**src/rtl/card_dealer.sv**
```systemverilog
// ---------------------------------------------------------------------------
// card_dealer
//   Deals card ranks 1..13 from a 52-card deck without replacement. The
//   random source is a 16-bit Galois LFSR seeded from a free-running counter.
//   A draw rolls LFSR nibbles until one lands on a rank that still has cards
//   left. It falls back to a linear scan when the chosen rank is exhausted or
//   after too many out-of-range nibbles.
//
//   Optional feature: define CARD_DEALER_PAUSE_EN to add a WAIT state after
//   every deal. The dealer stays busy there until the external 2 s timer
//   reports completion through i_TwoSec.
//
// Ports
//   clk_50M      in   system clock
//   i_Reset      in   synchronous reset, active-high
//   i_Seed       in   seed value (SEED_W bits)
//   i_SeedLoad   in   pulse: reload the LFSR from i_Seed
//   i_Draw       in   pulse: request one card (ignored while busy or empty)
//   i_Shuffle    in   pulse: refill the deck, abort any draw in flight
//   i_TwoSec     in   2 s elapsed flag (used only with CARD_DEALER_PAUSE_EN)
//   o_Busy       out  draw in progress
//   o_CardValid  out  one-cycle strobe for o_Card / o_Points
//   o_Card       out  rank 1..13, held until the next deal
//   o_Points     out  A=1, 2..10 face value, J/Q/K=10
//   o_CardsLeft  out  cards remaining 0..52
//   o_DeckEmpty  out  o_CardsLeft == 0
//   o_TimerStart out  drives the timer's active input
// ---------------------------------------------------------------------------
module card_dealer #(
    parameter int SEED_W    = 12,
    parameter int MAX_ROLLS = 8
) (
    input  logic              clk_50M,
    input  logic              i_Reset,
    input  logic [SEED_W-1:0] i_Seed,
    input  logic              i_SeedLoad,
    input  logic              i_Draw,
    input  logic              i_Shuffle,
    input  logic              i_TwoSec,
    output logic              o_Busy,
    output logic              o_CardValid,
    output logic [3:0]        o_Card,
    output logic [3:0]        o_Points,
    output logic [5:0]        o_CardsLeft,
    output logic              o_DeckEmpty,
    output logic              o_TimerStart
);

    typedef enum logic [2:0] {S_IDLE, S_ROLL, S_SCAN, S_DEAL, S_WAIT} state_t;

    localparam logic [15:0] LFSR_INIT = 16'hACE1;
    localparam logic [15:0] LFSR_TAPS = 16'hB400;
    localparam int          ROLL_W    = (MAX_ROLLS > 1) ? $clog2(MAX_ROLLS) : 1;
    localparam logic [ROLL_W-1:0] ROLL_LAST = ROLL_W'(MAX_ROLLS - 1);

    state_t            state_reg, state_next;
    logic [15:0]       lfsr_reg;
    logic [3:0]        rank_reg, rank_next;
    logic [ROLL_W-1:0] roll_cnt_reg, roll_cnt_next;
    logic [3:0]        card_reg;
    logic [5:0]        left_reg;
    logic              empty_reg;
    logic [12:0][2:0]  count;

    logic [15:0] seed_ext;
    logic [15:0] seed_mix;
    logic [3:0]  cand;
    logic        cand_ok;
    logic [2:0]  cand_count;
    logic [2:0]  rank_count;
    logic        deal_fire;

    assign seed_ext   = 16'(i_Seed);
    assign seed_mix   = seed_ext ^ LFSR_INIT;
    assign cand       = lfsr_reg[3:0];
    assign cand_ok    = (cand >= 4'd1) && (cand <= 4'd13);
    assign cand_count = cand_ok ? count[cand - 4'd1] : 3'd0;
    assign rank_count = ((rank_reg >= 4'd1) && (rank_reg <= 4'd13)) ? count[rank_reg - 4'd1] : 3'd0;
    // A shuffle landing on the DEAL cycle discards that card entirely.
    assign deal_fire  = (state_reg == S_DEAL) && !i_Shuffle;

    function automatic logic [3:0] next_rank(input logic [3:0] r);
        return (r == 4'd13) ? 4'd1 : r + 4'd1;
    endfunction

    // ---------------- state register ----------------
    always_ff @(posedge clk_50M) begin
        if (i_Reset) begin
            state_reg    <= S_IDLE;
            rank_reg     <= 4'd0;
            roll_cnt_reg <= '0;
        end else begin
            state_reg    <= state_next;
            rank_reg     <= rank_next;
            roll_cnt_reg <= roll_cnt_next;
        end
    end

    // ---------------- next-state logic ----------------
    always_comb begin
        state_next    = state_reg;
        rank_next     = rank_reg;
        roll_cnt_next = roll_cnt_reg;
        case (state_reg)
            S_IDLE: begin
                if (i_Draw && !empty_reg) begin
                    state_next    = S_ROLL;
                    roll_cnt_next = '0;
                end
            end
            S_ROLL: begin
                if (cand_ok) begin
                    if (cand_count != 3'd0) begin
                        rank_next  = cand;
                        state_next = S_DEAL;
                    end else begin
                        rank_next  = next_rank(cand);
                        state_next = S_SCAN;
                    end
                end else if (roll_cnt_reg == ROLL_LAST) begin
                    rank_next  = 4'd1;
                    state_next = S_SCAN;
                end else begin
                    roll_cnt_next = roll_cnt_reg + ROLL_W'(1);
                end
            end
            S_SCAN: begin
                if (rank_count != 3'd0) state_next = S_DEAL;
                else                    rank_next  = next_rank(rank_reg);
            end
            S_DEAL: begin
`ifdef CARD_DEALER_PAUSE_EN
                state_next = S_WAIT;
`else
                state_next = S_IDLE;
`endif
            end
`ifdef CARD_DEALER_PAUSE_EN
            S_WAIT: begin
                if (i_TwoSec) state_next = S_IDLE;
            end
`endif
            default: state_next = S_IDLE;
        endcase
        if (i_Shuffle) state_next = S_IDLE;
    end

    // ---------------- output logic ----------------
    always_comb begin
        logic [3:0] card_out;
        o_Busy      = (state_reg != S_IDLE);
        o_CardValid = deal_fire && !i_Reset;
        card_out    = o_CardValid ? rank_reg : card_reg;
        o_Card      = card_out;
        o_Points    = (card_out >= 4'd10) ? 4'd10 : card_out;
        o_CardsLeft = left_reg;
        o_DeckEmpty = empty_reg;
`ifdef CARD_DEALER_PAUSE_EN
        o_TimerStart = (state_reg == S_WAIT) && !i_TwoSec;
`else
        o_TimerStart = 1'b0;
`endif
    end

`ifndef CARD_DEALER_PAUSE_EN
    wire unused_two_sec = i_TwoSec;
`endif

    // ---------------- LFSR ----------------
    // A seed load takes priority over the ROLL advance. The XOR with the init
    // value keeps a zero seed from locking the register up.
    always_ff @(posedge clk_50M) begin
        if (i_Reset)
            lfsr_reg <= LFSR_INIT;
        else if (i_SeedLoad)
            lfsr_reg <= (seed_mix == 16'd0) ? LFSR_INIT : seed_mix;
        else if (state_reg == S_ROLL)
            lfsr_reg <= (lfsr_reg >> 1) ^ (lfsr_reg[0] ? LFSR_TAPS : 16'd0);
    end

    // ---------------- deck bookkeeping ----------------
    always_ff @(posedge clk_50M) begin
        if (i_Reset) begin
            card_reg  <= 4'd0;
            left_reg  <= 6'd52;
            empty_reg <= 1'b0;
        end else if (i_Shuffle) begin
            left_reg  <= 6'd52;
            empty_reg <= 1'b0;
        end else if (deal_fire) begin
            card_reg  <= rank_reg;
            left_reg  <= left_reg - 6'd1;
            empty_reg <= (left_reg == 6'd1);
        end
    end

    // Each rank counter is only decremented for a rank that was checked
    // non-zero in ROLL/SCAN, so it cannot underflow.
    genvar gi;
    generate
        for (gi = 0; gi < 13; gi++) begin : g_rank
            logic [2:0] cnt_reg;
            always_ff @(posedge clk_50M) begin
                if (i_Reset || i_Shuffle)
                    cnt_reg <= 3'd4;
                else if (deal_fire && (rank_reg == 4'(gi + 1)))
                    cnt_reg <= cnt_reg - 3'd1;
            end
            assign count[gi] = cnt_reg;
        end
    endgenerate

endmodule
```
**config.mk**
```make
export PLATFORM = sky130hd
export DESIGN_NAME = card_dealer
export DESIGN_NICKNAME = d
export VERILOG_FILES = /design/src/rtl/card_dealer.sv
export SDC_FILE = /design/constraint.sdc
export NUM_CORES = 1
export LEC_CHECK = 0
export BUFFER_PORTS_ARGS = -buffer_cell sky130_fd_sc_hd__buf_2
export CAP_MARGIN = 20
export CORE_ASPECT_RATIO = 0.7
export CORE_MARGIN = 8
export CORE_UTILIZATION = 45
export DETAILED_ROUTE_END_ITERATION = 10
export GPL_ROUTABILITY_DRIVEN = 0
export GPL_TIMING_DRIVEN = 0
export PLACE_DENSITY = 0.7
export RECOVER_POWER = 50
export SLEW_MARGIN = 20
export SYNTH_ARGS = -nofsm -noshare
export SYNTH_HDL_FRONTEND = slang
export SYNTH_SLANG_ARGS = --single-unit
export TNS_END_PERCENT = 50
```
**constraint.sdc**
```tcl
create_clock -name clk_50M -period 3.79 [get_ports clk_50M]
set_input_delay 1.137 -clock clk_50M [delete_from_list [all_inputs] [get_ports clk_50M]]
set_output_delay 1.137 -clock clk_50M [all_outputs]
set_load 0.005 [all_outputs]
```
==> results of run 1 <==
## metrics by stage
stage               setup WS (ps)  cells  hold WS (ps)  setup TNS (ps)
finish                        278    680           463               0
global route                  138    680           477               0
detailed placement           -471    664           452           -2640
floorplan                     224    508           434               0
CTS                          54.0    679           463               0
global placement             -414    664           441           -2250
## Yosys cell counts, drive strengths merged (3+ instances only)
| cell | instances | area [sq um] |
|---|---|---|
| a211oi | 18 | 135 |
| a21oi | 34 | 170 |
| a311oi | 4 | 35.0 |
| and2 | 9 | 56.3 |
| and3 | 16 | 100 |
| buf | 8 | 43.8 |
| clkbuf | 19 | 71.3 |
| dfxtp | 75 | 1500 |
| ha | 31 | 388 |
| inv | 44 | 165 |
| mux2 | 8 | 93.8 |
| mux2i | 16 | 160 |
| mux4 | 3 | 71.3 |
| nand2 | 36 | 135 |
| nand2b | 4 | 25.0 |
| nand3 | 6 | 30.0 |
| nand3b | 3 | 22.5 |
| nand4 | 5 | 31.3 |
| nor2 | 59 | 221 |
| nor3 | 22 | 115 |
| nor4 | 6 | 37.5 |
| o211ai | 4 | 43.8 |
| o21ai | 26 | 130 |
| xnor2 | 21 | 184 |
| xor2 | 6 | 52.6 |
## worst max-delay path by stage
stage / from / to / depth (start not counted)
finish: i_Reset / o_Points[1] / 6
global route: i_Reset / o_Points[0] / 7
CTS: i_Shuffle / o_Points[0] / 7
detailed placement: i_Reset / o_Points[0] / 8
global placement: i_Shuffle / o_Points[0] / 8
floorplan: i_Shuffle / o_Points[0] / 5
## worst min-delay path: cells and delay by family, from the launching register on
family / cells / cell delay [ps]
flops: 1 / 310
simple gates: 1 / 50
compound gates: 1 / 50
## cells by family after synthesis
group / share of synthesized area
simple gates: 0.201
mux: 0.0769
buf+inv: 0.0663
other cells: 0.000886
compound gates: 0.152
fa+ha+maj: 0.0917
xor+xnor: 0.0559
flops: 0.355
## power breakdown
group | leakage, nW | switching [mW] | total (mW) | internal [mW]
combinational | 1.13 | 0.134 | 0.216 | 0.0817
sequential | 0.608 | 0.0141 | 0.817 | 0.803
clock | 0.179 | 0.345 | 1.07 | 0.729
## per-layer routing
metal  global-route usage  vias up  part of all wire
met4               0.0572        0             0.014
met2                0.245       80              0.43
met1                0.226     1748              0.52
met3               0.0393       15             0.036
li1                     -     1835                 -
met5                    0        -                 0
## layout make-up
type                       instances  area, sq um
buffer                            26          111
timing repair buffer              33          155
inverter                          44          165
sequential                        75         1500
clock inverter                     6          136
multi-input combinational        362         2450
fill                             827         4190
clock buffer                      10          239
tap                              124          155
## what timing repair did
action | CTS | global route
endpoints found under the setup margin | 8 | 2
endpoints found under the hold margin | 0 | 0
resized for setup | 3 | 1
pin swaps | 0 | 1
buffers inserted | 0 | 1
hold buffers | 0 | 0
==> metrics.cfg, run 1 <==
[floorplan]
dieWidth_um = 132
boundaryPins = 36
dieHeight_um = 97.1
fp-row-count = 29
start_util = 0.464
dieArea_sq_mm = 0.0128
core-area_sq_mm = 0.00911

[timing]
grt_setup_unrepaired = no
finClkSkew_ps = 5.79
setup_violations = 0
worst_pin_slew_ps = 651
min_period_ps = 3510
slew_viol_final = 0
fmax_mhz = 285
hold_viol_final = 0
fin_crit_sh = 0.927
slew_headroom = 0.566

[placement]
dpl.hpwl_mm = 7.62
port_buffers = 32
postPlaceCellArea_sq_mm = 0.00455

[cells_and_area]
postLayoutCoreUtil = 0.540
area_growth_syn_to_layout_pct = 16.2
drive_gt1_frac = 0.121
nets = 600
final_cell_mix = dfxtp_1 (75), nor2_1 (59), inv_1 (42)
largest_register_ffs = 39
final_common_cell = dfxtp_1
final_cell_area_sq_mm = 0.00492
num_antenna_cells = 0

[yosys]
syn_inst = 508
synth_edf_count = 0
syn_area_sq_mm = 0.00423
ys.flop_type = dfxtp_1
synth-seq-cells = 75
ys_seq_area_frac = 0.355
synthArstFlopShare = 0
ys_warn_count = 0
synth_cell_type_count = 54
synth_area_per_cell_sq_um = 8.33
synth_nets = 557

[hold_path]
holdCritStartpoint = card_reg[1]
min_path_type = reg2reg
whs_path_depth = 2
holdPathEnd = card_reg[1]

[setup_path]
reg2reg_to = state_reg[0]
reg2reg_depth = 7
crit_arrival_ps = 2370
timing.rr.start = rank_reg[1]
critPathMaxStageDelay_ps = 380
crit_path_cell_trace = buf_2 > nor2_1 > and2_2 > mux2_2 > a21o_1 > buf_2
required_ps = 2650
cp_common_cell = buf_2
worst-path-buf-inv = 2
reg2reg_slack_ps = 630
worstPathMaxFanout = 6
critPathSlowestCell = mux2_2
crit_family = simple AND/OR/NAND/NOR gates
endpoint_kind = primary output
worstSetupStartpointType = input port
crit_type = in2out

[job]
max_cap_violations = 0

[power_and_ir_drop]
power.total_mw = 2.11
p_per_area_mw_per_mm2 = 428
p_leak_nw = 1.92
ir_drop_v = 0.000236

[clocking]
cts_max_path_buffers = 2
clkTransAtPathRegs_ps = 60
cts_made_buffers = 9
worst_skew_pair.late_latency_ps = 340
ctsHtreeMaxLevel = 3
cts_root_buf = clkbuf_16
cts.sinks = 75
cts_tree = built

[grt]
grt_pass1_wl_mm = 17.4
grt_pass1_vias = 3572
grt_usage = 0.165
antenna_found_initial = 0
grt_overflow = 0
grt_start_max_net_pins = 14

[drt]
postRouteWirelength_mm = 10.3
routed_via_density = 5.41
vias = 3678
dr.pass1.iters = 5
drc = 0
initialDrtViolationCount = 318
ant_nets = 0
wire_per_inst_um = 15.2

[run_status]
outcome = finished clean

No activity file was read; power rests on OpenSTA's default activity.
==> run 2: changes to the inputs <==
--- a/config.mk
+++ b/config.mk
@@ -5,6 +5,7 @@
 export SDC_FILE = /design/constraint.sdc
 export NUM_CORES = 1
 export LEC_CHECK = 0
+export ABC_AREA = 1
 export BUFFER_PORTS_ARGS = -buffer_cell sky130_fd_sc_hd__buf_2
 export CAP_MARGIN = 20
 export CORE_ASPECT_RATIO = 0.7
==> metrics.cfg, run 2 <==
[grt]
grt_pass1_wl_mm = 19.4  ; +12%
grt_usage = 0.175  ; +0.0108
grt_overflow = 0  ; unchanged
grt_start_max_net_pins = 14  ; unchanged
antenna_found_initial = 0  ; unchanged
grt_pass1_vias = 4125  ; +15%

[floorplan]
dieWidth_um = 136  ; +3.1%
start_util = 0.464  ; about the same
dieHeight_um = 100  ; +2.9%
dieArea_sq_mm = 0.0136  ; +6.1%
core-area_sq_mm = 0.00976  ; +7.2%
boundaryPins = 36  ; unchanged
fp-row-count = 30  ; +3.4%

[yosys]
synthTopCellsByCount = nand2_1 (165), inv_1 (88), dfxtp_1 (75)
syn_inst = 673  ; +32%
ys_seq_area_frac = 0.331  ; -0.0237
synthArstFlopShare = 0  ; unchanged
ys.flop_type = dfxtp_1
synth_area_per_cell_sq_um = 6.74  ; -19%
synth_nets = 722  ; +30%
synth_most_common_cell = nand2_1
synth_edf_count = 0  ; unchanged
synth_top_cell_by_area = dfxtp_1
synth-seq-cells = 75  ; unchanged
syn_area_sq_mm = 0.00453  ; +7.2%
ys_warn_count = 0  ; unchanged
synth_cell_type_count = 40  ; -26%
synthTopCellsByArea = dfxtp_1 (33%), nand2_1 (14%), ha_1 (8.6%), inv_1 (7.3%), a21oi_1 (6.0%)
yosysTopAreaCellShare = 0.331  ; -0.0237

[run_status]
outcome = finished clean

[placement]
port_buffers = 32  ; unchanged
postPlaceCellArea_sq_mm = 0.00485  ; +6.8%
dpl.hpwl_mm = 8.87  ; +16%
dp_slack_ps = 134  ; +605 ps

[clocking]
cts.sinks = 75  ; unchanged
cts_hold_buf = 0  ; unchanged
cts_max_path_buffers = 2  ; unchanged
ctsHtreeMaxLevel = 3  ; unchanged
worst_skew_pair.late_latency_ps = 340  ; about the same
cts_root_buf = clkbuf_16
clkTransAtPathRegs_ps = 60  ; about the same
cts_tree = built
cts_made_buffers = 9  ; unchanged

[drt]
routed_via_density = 5.26  ; -2.8%
initialDrtViolationCount = 362  ; +14%
drc = 0  ; unchanged
vias = 4463  ; +21%
postRouteWirelength_mm = 11.7  ; +14%
ant_nets = 0  ; unchanged
wire_per_inst_um = 13.8  ; -9.0%
dr.pass1.iters = 5  ; unchanged

[cells_and_area]
num_antenna_cells = 0  ; unchanged
final_common_cell = nand2_1
largest_register_ffs = 39  ; unchanged
drive_gt1_frac = 0.0999  ; -0.0206
postLayoutCoreUtil = 0.527  ; -0.0125
final_cell_area_sq_mm = 0.00515  ; +4.7%
nets = 765  ; +28%
area_growth_syn_to_layout_pct = 13.6
final_cell_mix = nand2_1 (165), inv_1 (88), dfxtp_1 (75)

[setup_path]
reg2reg_depth = 18  ; +11
crit_arrival_ps = 2460  ; +90 ps
worstSetupStartpointType = input port
crit_type = in2out
required_ps = 2650  ; about the same
worstPathMaxFanout = 10  ; +4
endpoint_kind = primary output

[timing]
setup_ws_ps = 197  ; -81.2 ps
slew_viol_final = 0  ; unchanged
finClkSkew_ps = 3.45  ; -2.35 ps
fmax_mhz = 278  ; -2.3%
finalSetupTns_ps = 0  ; unchanged
fin_crit_sh = 0.948  ; +0.0214
hold_viol_final = 0  ; unchanged
min_period_ps = 3590  ; +81.2 ps
slew_headroom = 0.562  ; -0.00357
worst_pin_slew_ps = 656  ; +5.35 ps
grt_setup_unrepaired = no
setup_violations = 0  ; unchanged

[power_and_ir_drop]
p_leak_nw = 2.30  ; +20%
ir_drop_v = 0.000231  ; -2.0%
p_per_area_mw_per_mm2 = 391  ; -8.7%

[hold_path]
whs_path_depth = 2  ; unchanged
min_path_type = reg2reg

[job]
max_cap_violations = 0  ; unchanged

-- run 2: cell types whose count changed after synthesis, sizes merged, moves of 16 or more --
cell	change
a21oi	+20
a211oi	-17
nand2	+132
and3	-16
inv	+49
mux2i	-16
xnor2	-19
nor3	-16
nand3	+41
o21ai	+25
-- run 2: per-stage QoR --
step | cells | hold slack (ps) | total power [mW]
finish | 849 | 468 | 2.01
global route | 849 | 480 | 2.11
CTS | 849 | 470 | 2.02
detailed placement | 833 | 461 | 1.17
global placement | 833 | 448 | 1.17
floorplan | 673 | 438 | 1.09
-- run 2: metal layers --
layer | track usage | vias up | share of wire
li1 | - | 2273 | -
met1 | 0.241 | 2041 | 0.50
met2 | 0.259 | 131 | 0.42
met3 | 0.0444 | 18 | 0.064
met4 | 0.0614 | 0 | 0.015
met5 | 0 | - | 0
-- run 2: area by class of cell --
| type | instances | area [sq um] |
|---|---|---|
| Multi-Input combinational cell | 482 | 2540 |
| Sequential cell | 75 | 1500 |
| Buffer | 22 | 136 |
| Clock inverter | 5 | 63.8 |
| Clock buffer | 11 | 233 |
| Timing Repair Buffer | 32 | 154 |
| Inverter | 94 | 355 |
| Fill cell | 938 | 4610 |
| Tap cell | 128 | 160 |
-- run 2: path summary, 6_finish.rpt --
kind	startpoint	end	slack, ps
max	i_Reset	o_Points[0]	200
min	lfsr_reg[8]	lfsr_reg[7]	470
max reg2reg	lfsr_reg[0]	rank_reg[1]	1100
min reg2reg	lfsr_reg[8]	lfsr_reg[7]	470
-- run 2: worst max-delay path, cell delays in order --
cell and delay [ps]:
buf_2 150, nor2_1 130, inv_1 110, nor2_4 190, nand2_1 130, o21ai_0 150
o21ai_0 170, and2_1 160, buf_2 120
-- run 2: power breakdown --
part | internal (mW) | switching (mW)
logic | 0.119 | 0.223
clock network | 0.513 | 0.335
registers | 0.807 | 0.0162
total | 1.44 | 0.574
-- run 2: cells by family after synthesis --
| group | after synthesis | share of synthesized area |
|---|---|---|
| simple gates | 306 | 0.288 |
| fa+ha+maj | 31 | 0.0856 |
| buf+inv | 116 | 0.109 |
| compound gates | 138 | 0.174 |
| flops | 75 | 0.331 |
| other cells | 1 | 0.000827 |
| xor+xnor | 6 | 0.0116 |
-- run 2: timing repair --
action                     in CTS  in global routing
buffers inserted                0                  0
setup endpoints to repair       0                  1
resized for setup               0                  1
